<file path="src/rtl/pay_ctrl.sv">
// pay_ctrl: coin-operated payment controller with BCD price, credit, change and countdown.
//
// Ports:
//   clk, rst                   clock and asynchronous active-high reset
//   start, cancel              one-cycle pulses: begin / abort a payment
//   coin1, coin5, coin10       one-cycle coin-accepted pulses (value 1/5/10)
//   cost_one, cost_ten         BCD price, sampled when start is accepted
//   pay_en                     high while a payment is in progress
//   paid_one, paid_ten         BCD credit so far (saturates at 99)
//   time_one, time_ten         BCD seconds remaining
//   change_one, change_ten     BCD change / refund amount
//   dispense, refund           one-cycle result pulses
//
// Optional feature: define PAY_CTRL_TIMEOUT_EN to enable the per-second timeout countdown.
// Without it the time outputs are constant TIMEOUT_S and PAY ends only on payment or cancel.
module pay_ctrl #(
  parameter int unsigned CLK_PER_SEC = 100_000_000,
  parameter int unsigned TIMEOUT_S   = 30
) (
  input  logic       clk,
  input  logic       rst,
  input  logic       start,
  input  logic       cancel,
  input  logic       coin1,
  input  logic       coin5,
  input  logic       coin10,
  input  logic [3:0] cost_one,
  input  logic [3:0] cost_ten,
  output logic       pay_en,
  output logic [3:0] paid_one,
  output logic [3:0] paid_ten,
  output logic [3:0] time_one,
  output logic [3:0] time_ten,
  output logic [3:0] change_one,
  output logic [3:0] change_ten,
  output logic       dispense,
  output logic       refund
);

  localparam logic [1:0] StIdle     = 2'd0;
  localparam logic [1:0] StPay      = 2'd1;
  localparam logic [1:0] StDispense = 2'd2;
  localparam logic [1:0] StRefund   = 2'd3;

  localparam logic [3:0] TimeTen = 4'(TIMEOUT_S / 10);
  localparam logic [3:0] TimeOne = 4'(TIMEOUT_S % 10);

  logic [1:0] state_q, state_d;
  logic [3:0] cost_one_q, cost_one_d, cost_ten_q, cost_ten_d;
  logic [3:0] paid_one_q, paid_one_d, paid_ten_q, paid_ten_d;
  logic [3:0] chg_one_q, chg_one_d, chg_ten_q, chg_ten_d;
  logic       pay_en_q, pay_en_d, dispense_q, dispense_d, refund_q, refund_d;
  logic       timeout;

  // Coin credit: only one coin per cycle, coin10 > coin5 > coin1.
  logic       coin_any, add_ten, carry, ten_inc;
  logic [3:0] add_one, sum_one, sum_ten;
  logic [4:0] raw_one;

  always_comb begin
    coin_any = coin10 | coin5 | coin1;
    add_ten  = coin10;
    add_one  = coin10 ? 4'd0 : (coin5 ? 4'd5 : (coin1 ? 4'd1 : 4'd0));
    raw_one  = {1'b0, paid_one_q} + {1'b0, add_one};
    carry    = raw_one > 5'd9;
    ten_inc  = add_ten | carry;
    if (ten_inc && paid_ten_q == 4'd9) begin
      sum_ten = 4'd9;
      sum_one = 4'd9;
    end else begin
      sum_ten = paid_ten_q + {3'b000, ten_inc};
      sum_one = carry ? 4'(raw_one - 5'd10) : raw_one[3:0];
    end
  end

  // Post-coin credit vs. latched price and BCD difference (used only when credit >= price).
  logic [3:0] nxt_one, nxt_ten, diff_one, diff_ten;
  logic       enough, borrow;

  always_comb begin
    nxt_one  = coin_any ? sum_one : paid_one_q;
    nxt_ten  = coin_any ? sum_ten : paid_ten_q;
    enough   = (nxt_ten > cost_ten_q) || (nxt_ten == cost_ten_q && nxt_one >= cost_one_q);
    borrow   = nxt_one < cost_one_q;
    diff_one = 4'({1'b0, nxt_one} + (borrow ? 5'd10 : 5'd0) - {1'b0, cost_one_q});
    diff_ten = nxt_ten - cost_ten_q - {3'b000, borrow};
  end

`ifdef PAY_CTRL_TIMEOUT_EN
  localparam int unsigned PW = (CLK_PER_SEC > 1) ? $clog2(CLK_PER_SEC) : 1;

  logic [PW-1:0] presc_q, presc_d;
  logic [3:0]    time_one_q, time_one_d, time_ten_q, time_ten_d;
  logic          tick;

  always_comb begin
    presc_d    = presc_q;
    time_one_d = time_one_q;
    time_ten_d = time_ten_q;
    tick       = 1'b0;
    timeout    = 1'b0;
    if (state_q == StIdle && start) begin
      presc_d    = '0;
      time_one_d = TimeOne;
      time_ten_d = TimeTen;
    end else if (state_q == StPay) begin
      if (presc_q == PW'(CLK_PER_SEC - 1)) begin
        presc_d = '0;
        tick    = 1'b1;
      end else begin
        presc_d = presc_q + 1'b1;
      end
      if (tick) begin
        if (time_one_q == 4'd0 && time_ten_q == 4'd0) begin
          timeout = 1'b1;
        end else if (time_one_q == 4'd0) begin
          time_one_d = 4'd9;
          time_ten_d = time_ten_q - 4'd1;
        end else begin
          time_one_d = time_one_q - 4'd1;
        end
      end
    end
  end

  always_ff @(posedge clk or posedge rst) begin
    if (rst) begin
      presc_q    <= '0;
      time_one_q <= TimeOne;
      time_ten_q <= TimeTen;
    end else begin
      presc_q    <= presc_d;
      time_one_q <= time_one_d;
      time_ten_q <= time_ten_d;
    end
  end

  assign time_one = time_one_q;
  assign time_ten = time_ten_q;
`else
  assign timeout  = 1'b0;
  assign time_one = TimeOne;
  assign time_ten = TimeTen;
`endif

  always_comb begin
    state_d    = state_q;
    cost_one_d = cost_one_q;
    cost_ten_d = cost_ten_q;
    paid_one_d = paid_one_q;
    paid_ten_d = paid_ten_q;
    chg_one_d  = chg_one_q;
    chg_ten_d  = chg_ten_q;
    pay_en_d   = 1'b0;
    dispense_d = 1'b0;
    refund_d   = 1'b0;
    case (state_q)
      StIdle: begin
        if (start) begin
          state_d    = StPay;
          pay_en_d   = 1'b1;
          cost_one_d = (cost_one > 4'd9) ? 4'd9 : cost_one;
          cost_ten_d = (cost_ten > 4'd9) ? 4'd9 : cost_ten;
          paid_one_d = 4'd0;
          paid_ten_d = 4'd0;
          chg_one_d  = 4'd0;
          chg_ten_d  = 4'd0;
        end
      end
      StPay: begin
        paid_one_d = nxt_one;
        paid_ten_d = nxt_ten;
        // A coin arriving with cancel/timeout is credited first and may still complete payment.
        if (enough) begin
          state_d    = StDispense;
          dispense_d = 1'b1;
          chg_one_d  = diff_one;
          chg_ten_d  = diff_ten;
        end else if (cancel || timeout) begin
          state_d   = StRefund;
          refund_d  = 1'b1;
          chg_one_d = nxt_one;
          chg_ten_d = nxt_ten;
        end else begin
          pay_en_d = 1'b1;
        end
      end
      default: state_d = StIdle;
    endcase
  end

  always_ff @(posedge clk or posedge rst) begin
    if (rst) begin
      state_q    <= StIdle;
      cost_one_q <= 4'd0;
      cost_ten_q <= 4'd0;
      paid_one_q <= 4'd0;
      paid_ten_q <= 4'd0;
      chg_one_q  <= 4'd0;
      chg_ten_q  <= 4'd0;
      pay_en_q   <= 1'b0;
      dispense_q <= 1'b0;
      refund_q   <= 1'b0;
    end else begin
      state_q    <= state_d;
      cost_one_q <= cost_one_d;
      cost_ten_q <= cost_ten_d;
      paid_one_q <= paid_one_d;
      paid_ten_q <= paid_ten_d;
      chg_one_q  <= chg_one_d;
      chg_ten_q  <= chg_ten_d;
      pay_en_q   <= pay_en_d;
      dispense_q <= dispense_d;
      refund_q   <= refund_d;
    end
  end

  assign pay_en     = pay_en_q;
  assign dispense   = dispense_q;
  assign refund     = refund_q;
  assign paid_one   = paid_one_q;
  assign paid_ten   = paid_ten_q;
  assign change_one = chg_one_q;
  assign change_ten = chg_ten_q;

endmodule
</file>
<file path="config.mk">
export PLATFORM = sky130hd
export DESIGN_NAME = pay_ctrl
export DESIGN_NICKNAME = d
export VERILOG_FILES = /design/src/rtl/pay_ctrl.sv
export SDC_FILE = /design/constraint.sdc
export NUM_CORES = 1
export LEC_CHECK = 0
export CORE_ASPECT_RATIO = 1.2
export CORE_MARGIN = 1.5
export CORE_UTILIZATION = 52
export CTS_CLUSTER_SIZE = 24
export DETAILED_ROUTE_END_ITERATION = 16
export GPL_ROUTABILITY_DRIVEN = 0
export PLACE_DENSITY = 0.87
export SLEW_MARGIN = 10
export SYNTH_ARGS = -nofsm -noshare
export SYNTH_HDL_FRONTEND = slang
export SYNTH_SLANG_ARGS = --single-unit
</file>
<file path="constraint.sdc">
create_clock -name clk -period 6.9 [get_ports clk]
set_clock_uncertainty 0.05 [all_clocks]
set_input_delay 1.035 -clock clk [delete_from_list [all_inputs] [get_ports clk]]
set_output_delay 1.035 -clock clk [all_outputs]
set_load 0.01 [all_outputs]
</file>
After elaboration in Yosys (flattened, before gate mapping)
Index checks and enable logic that the tools add are counted.
{"block": "totals", "register_bits": 29, "in_bits": 15, "elab_cells": 73}
{"block": "classes", "addsub": 7, "order_cmp": 6, "n_eq_ne": 5, "muxes": 33, "bitwise_logic": 3, "reduce_logical": 9}
{"operator": "4-bit two-way mux", "n": 13}
{"operator": "4-bit one-hot mux with 2 select lines", "n": 4}
{"operator": "1-bit two-way mux", "n": 9}
{"operator": "4-bit greater-than comparator, second input constant", "n": 2}
{"operator": "4-bit subtractor", "n": 2}
{"operator": "2-bit two-way mux", "n": 3}
{"operator": "3-bit two-way mux", "n": 2}
{"operator": "2-bit AND reduction", "n": 3}
{"operator": "4-bit by 3-bit adder with 5-bit output", "n": 1}
{"operator": "5-bit by 4-bit greater-than comparator with 1-bit output, second input constant", "n": 1}
{"operator": "4-bit by 1-bit adder with 4-bit output", "n": 1}
{"operator": "4-bit adder", "n": 1}
{"operator": "4-bit == test", "n": 1}
{"operator": "4-bit == test, second input constant", "n": 1}
{"operator": "4-bit >= comparator", "n": 1}
{"operator": "4-bit greater-than comparator", "n": 1}
{"operator": "4-bit < comparator", "n": 1}
{"operator": "2-bit one-hot mux with 2 select lines", "n": 1}
{"operator": "4-bit by 1-bit subtractor with 4-bit output", "n": 1}
{"operator": "4-bit subtractor, second input constant", "n": 1}
{"operator": "3-bit != test, second input constant", "n": 1}
{"operator": "1-bit OR", "n": 3}
{"operator": "3-bit AND reduction", "n": 1}
{"operator": "2-bit by 1-bit == test with 1-bit output, second input constant", "n": 1}
{"operator": "other kinds (6)", "n": 7}

Logic depth before layout (Yosys ltp)
{"block": "logic_depth", "depth_word": 15, "depth_mapped": 24, "ltp_nobuf": 24}

Worst setup path before layout
No wires, ideal clock.
{"block": "synth_path", "path_type": "input to register", "from": "input port coin5", "to": "register chg_one_q[3], in the netlist change_one[3]", "setup_ns": 0.126, "arrival_time_ns": 5.620, "required_ns": 6.724, "path_slack_ns": 1.104, "stages": 24, "path_cell_list": "nor2_1 nor2_1 ha_1 ha_1 xnor2_2 ha_1 or2b_1 a311o_4 a21oi_1 a21boi_1 inv_1 ha_1 nor2b_1 o211a_1 nand2b_1 inv_1 fa_1 ha_1 fa_1 xor2_1 xnor2_1 xnor2_1 nor2_1 a221o_1"}
{"block": "synth_via", "elab_chain_len": 14}
{"element": "start: declaration", "line_no": "25", "text": "input logic coin5,"}
{"element": "3-bit two-way mux (2 in series)", "line_no": "63", "text": "add_one = coin10 ? 4'd0 : (coin5 ? 4'd5 : (coin1 ? 4'd1 : 4'd0));"}
{"element": "4-bit by 3-bit adder with 5-bit output", "line_no": "64", "text": "raw_one = {1'b0, paid_one_q} + {1'b0, add_one};"}
{"element": "5-bit by 4-bit greater-than comparator with 1-bit output", "line_no": "65", "text": "carry = raw_one > 5'd9;"}
{"element": "1-bit OR", "line_no": "66", "text": "ten_inc = add_ten | carry;"}
{"element": "1-bit logical AND", "line_no": "67", "text": "if (ten_inc && paid_ten_q == 4'd9) begin"}
{"element": "4-bit two-way mux", "line_no": "67"}
{"element": "4-bit two-way mux", "line_no": "81", "text": "nxt_one = coin_any ? sum_one : paid_one_q;"}
{"element": "4-bit < comparator", "line_no": "84", "text": "borrow = nxt_one < cost_one_q;"}
{"element": "4-bit two-way mux", "line_no": "85", "text": "diff_one = 4'({1'b0, nxt_one} + (borrow ? 5'd10 : 5'd0) - {1'b0, cost_one_q});"}
{"element": "4-bit adder", "line_no": "85"}
{"element": "4-bit subtractor", "line_no": "85"}
{"element": "4-bit two-way mux", "line_no": "174", "text": "if (enough) begin"}
{"element": "4-bit one-hot mux with 2 select lines", "line_no": "157", "text": "case (state_q)"}
{"element": "end signal: assignment", "line_no": "210", "text": "chg_one_q <= chg_one_d;"}
{"element": "end: declaration", "line_no": "51", "text": "logic [3:0] chg_one_q, chg_one_d, chg_ten_q, chg_ten_d;"}
Parallel ways exist; a longest one is shown, timed or not. The select of a mux whose other input is x is not followed.
A chain may end at the register's enable or synchronous reset.

Worst setup path after layout
{"block": "layout_path", "from": "input port coin10", "to": "register chg_one_q[3], in the netlist change_one[3]"}
{"block": "layout_via", "elab_chain_len": 13}
{"element": "start: declaration", "line_no": "26", "text": "input logic coin10,"}
{"element": "3-bit two-way mux", "line_no": "63"}
{"element": "4-bit by 3-bit adder with 5-bit output", "line_no": "64"}
{"element": "5-bit by 4-bit greater-than comparator with 1-bit output", "line_no": "65"}
{"element": "1-bit OR", "line_no": "66"}
{"element": "1-bit logical AND", "line_no": "67"}
{"element": "4-bit two-way mux", "line_no": "67"}
{"element": "4-bit two-way mux", "line_no": "81"}
{"element": "4-bit < comparator", "line_no": "84"}
{"element": "4-bit two-way mux", "line_no": "85"}
{"element": "4-bit adder", "line_no": "85"}
{"element": "4-bit subtractor", "line_no": "85"}
{"element": "4-bit two-way mux", "line_no": "174"}
{"element": "4-bit one-hot mux with 2 select lines", "line_no": "157"}
Parallel ways exist; a longest one is shown, timed or not. The select of a mux whose other input is x is not followed.

==> results by group <==
Pwr
  • Int Power: around 0.00073 W
  • Clock share of power: 10.4%
  • PwrDens: 512.6 nW/µm²
  • Seq pwr share: 21.4%
  • Total Power: approximately 0.0013 W
  • Total leakage power: about 1.2 nW
  • Switch share: a little under half
  • NetSw: 0.0006013 W
  • Worst vdd ir: 0.2351 mV
  • Comb power frac: 68.2%

Finish
  • N_diodes: 0
  • Post-route cell area: 2592 µm²
  • Most frequent cells in the layout: clkdlybuf4s50_1 (33), dfrtp_1 (29), nand2_1 (25)
  • Most common cell after layout, fill and taps aside: clkdlybuf4s50_1
  • Layout Nets: 303
  • Fin util: 65.26%
  • Synthesis-to-layout area growth: 19.29%
  • Layout cell share with drive strength beyond 1: 8.614%

Drt
  • DR vias: 1792
  • DR WL met2: 2426 µm
  • Initial DRC count: 84
  • Routed len/inst: 14.67 µm
  • WL met3: 252 µm
  • Highest Signal Layer: met4
  • WL final: 4709 µm
  • Wl on met1: 1854 µm
  • Drc violations: 0
  • Antenna-violating nets left: 0
  • Drt pass-1 iters: 4
  • Vias/cell: 5.583

CTS
  • H-tree depth: 2
  • Post-CTS Setup Inserts: 0
  • Resize count post-CTS: 0
  • CTS Buf Count: 5
  • Root cell of the clock tree: clkbuf_8
  • TritonCTS clock tree: built
  • Clk_lat worst skew: between 200 and 300 ps
  • Clock-pin slew on the worst setup and hold paths: 60 ps
  • CTS Buffer Depth: 2
  • Clock Sinks: 29
  • Hold buffers post-CTS: 0

Floorplanning
  • I/O Pins: between 40 and 50
  • Chip height: 73.82 µm
  • Starting Density: 54.71%
  • Core Box Area: roughly 4000 µm²
  • Die area: 4578 µm²
  • Die W: 62.02 µm
  • Row count: 25

Setup path
  • WS Path Type: input port to flip-flop
  • R2R setup slack: 1490 ps
  • Buffer and inverter count on the worst path: 3
  • Cell depth of the worst flop-to-flop path: 22
  • Critical Path Max Stage Delay: 560 ps
  • Crit start category: input port
  • R2R Path End: change_one[3]
  • Slowest CP cell: clkdlybuf4s50_1
  • Crit path capture type: flip-flop
  • Crit path max-delay family: adder cells
  • Origin of the critical flop-to-flop path: paid_one[0]
  • CP dominant cell by count: ha_1
  • Worst-path maximum fanout: 7
  • Worst path cell trace: clkdlybuf4s50_1 > nor2_1 > ha_1 > ha_1 > xnor2_2 > ha_1 > or2b_1 > a311o_4 > a21oi_1 > a21boi_1 > inv_1 > ha_1 > nor2b_1 > o211a_1 > nand2b_1 > inv_1 > fa_1 > ha_1 > fa_1 > xor2_1 > xnor2_1 > xnor2_1 > nor2_1 > a221o_1
  • CP startpoint: coin10
  • Worst EP required: ~7000 ps
  • Critical path data arrival time: 6460 ps

Yosys
  • Number of synthesized flops with an enable pin: 0
  • Ys async rst share: between 90% and 100%
  • Post-synth top flop: dfrtp_1
  • Mapped Area: 2173 µm²
  • FF+latch count, synth: 29
  • Post-synthesis sequential area ratio: 33.39%
  • Syn avg cell area: 9.368 µm²
  • Ys Warns: 0
  • Cell variety after synth: 58
  • Cells after synthesis: 232

Worst hold path
  • Hold path depth: 2
  • WHS Endpoint: cost_one_q[2]
  • Hold_sp: cost_one_q[2]
  • Hold Crit Class: flip-flop to flip-flop

Run
  • Max cap viols: 0

GRT
  • Largest net degree at the start of global routing: 30
  • Vias in the first global route: 1771
  • Grt ovf: 0
  • Total track usage: 23.78%
  • First-pass GRT wire length: 7838 µm
  • Initial antenna violation count: 0

Timing
  • Final period util: between 90% and 100%
  • Min Tclk post-route: 6349 ps
  • Setup TNS: 0 ps
  • Slew Viols, Final: 0
  • Final setup violation count: 0
  • Slew @ Worst Pin: 1088 ps
  • Fmax: 0.1575 GHz
  • Headroom to the max-slew limit: between 20% and 30%
  • RSZ-0062 raised after global routing: no
  • Hold Fails Final Rpt: 0

Place
  • Port Buf Inserts: 33
  • Post-DP Area: between 2000 and 3000 µm²
  • DP Wirelength: 3824 µm

Status
  • Status: completed
## routing by layer
metal,GRT usage (%),up-vias
li1,-,871
met1,27.75,850
met2,39.70,55
met3,5.458,16
met4,11.82,0
met5,0,-
## layout make-up
class / count / area [µm²]
repair buffers: 35 / 345.3
multi-input cells: 177 / 1296
clock buffers: 7 / 86.33
inverters: 19 / 71.32
well taps: 54 / 67.56
flip-flops and latches: 29 / 725.7
fillers: 344 / 1380
## kinds of logic after synthesis
| family | count (synthesis) | share of synthesized area (%) |
|---|---|---|
| mux | 4 | 1.957 |
| buf+inv | 32 | 8.002 |
| compound gates | 62 | 21.42 |
| xor+xnor | 8 | 3.915 |
| other cells | 2 | 0.3456 |
| simple gates | 74 | 17.50 |
| fa+ha+maj | 21 | 13.47 |
| flops | 29 | 33.39 |
## synth_stat cells (2+ instances only)
library cell	number	area share, %
nand4_1	3	0.86
o21a_1	4	1.4
mux2_2	2	1.0
nor2b_1	4	1.2
a211o_1	3	1.2
fa_1	4	3.7
dfrtp_1	29	33
inv_1	19	3.3
nor3_1	7	1.6
xnor2_2	2	1.5
xnor2_1	5	2.0
o21ai_0	12	2.8
nand2_1	25	4.3
o31ai_1	3	1.0
buf_4	8	2.8
nor2_1	13	2.2
a21o_1	3	1.0
o21ai_1	2	0.46
a21oi_1	13	3.0
o21bai_1	2	0.69
a211oi_1	2	0.69
or3_1	3	0.86
ha_1	17	9.8
buf_6	3	1.6
nand2b_1	8	2.3
conb_1	2	0.35
a22o_1	2	0.81
mux2i_1	2	0.92
## power groups by stage
stage          clock network (W)  registers [W]  logic, W
6_report                0.000138       0.000285  0.000906
2_1_floorplan                  0       0.000293  0.000662
4_1_cts                 0.000142       0.000286  0.000907
5_1_grt                 0.000150       0.000293   0.00102
3_3_place_gp                   0       0.000285  0.000873
3_5_place_dp                   0       0.000287  0.000903
## stage by stage
step	instances	hold slack, ps	setup slack, ps
6_report	321	427.8	551.2
5_1_grt	321	460.5	242.2
4_1_cts	321	436.5	530.5
3_5_place_dp	314	423.7	250.3
3_3_place_gp	314	412.7	427.3
2_1_floorplan	238	399.8	1104
## sequential cells by signal, summed over array words and instances, names as in the netlist
signal      count
change_one      4
change_ten      4
cost_one_q      4
cost_ten_q      4
dispense        1
paid_one        4
paid_ten        4
pay_en          1
refund          1
state_q         2
## how the worst max path moves through the flow
stage / end / slack, ps / cells past startpoint
floorplan: change_one[3] / 1100 / 24
global placement: change_one[3] / 430 / 24
detailed placement: change_one[3] / 250 / 24
CTS: change_one[3] / 530 / 24
global route: change_one[3] / 240 / 24
finish: change_one[3] / 550 / 24
## tightest hold or removal path, stage by stage (launching register included)
cell and delay (ps):
dfrtp_1 340, nand2_1 50, o21ai_0 60
Power figures use the tool's default switching activity.
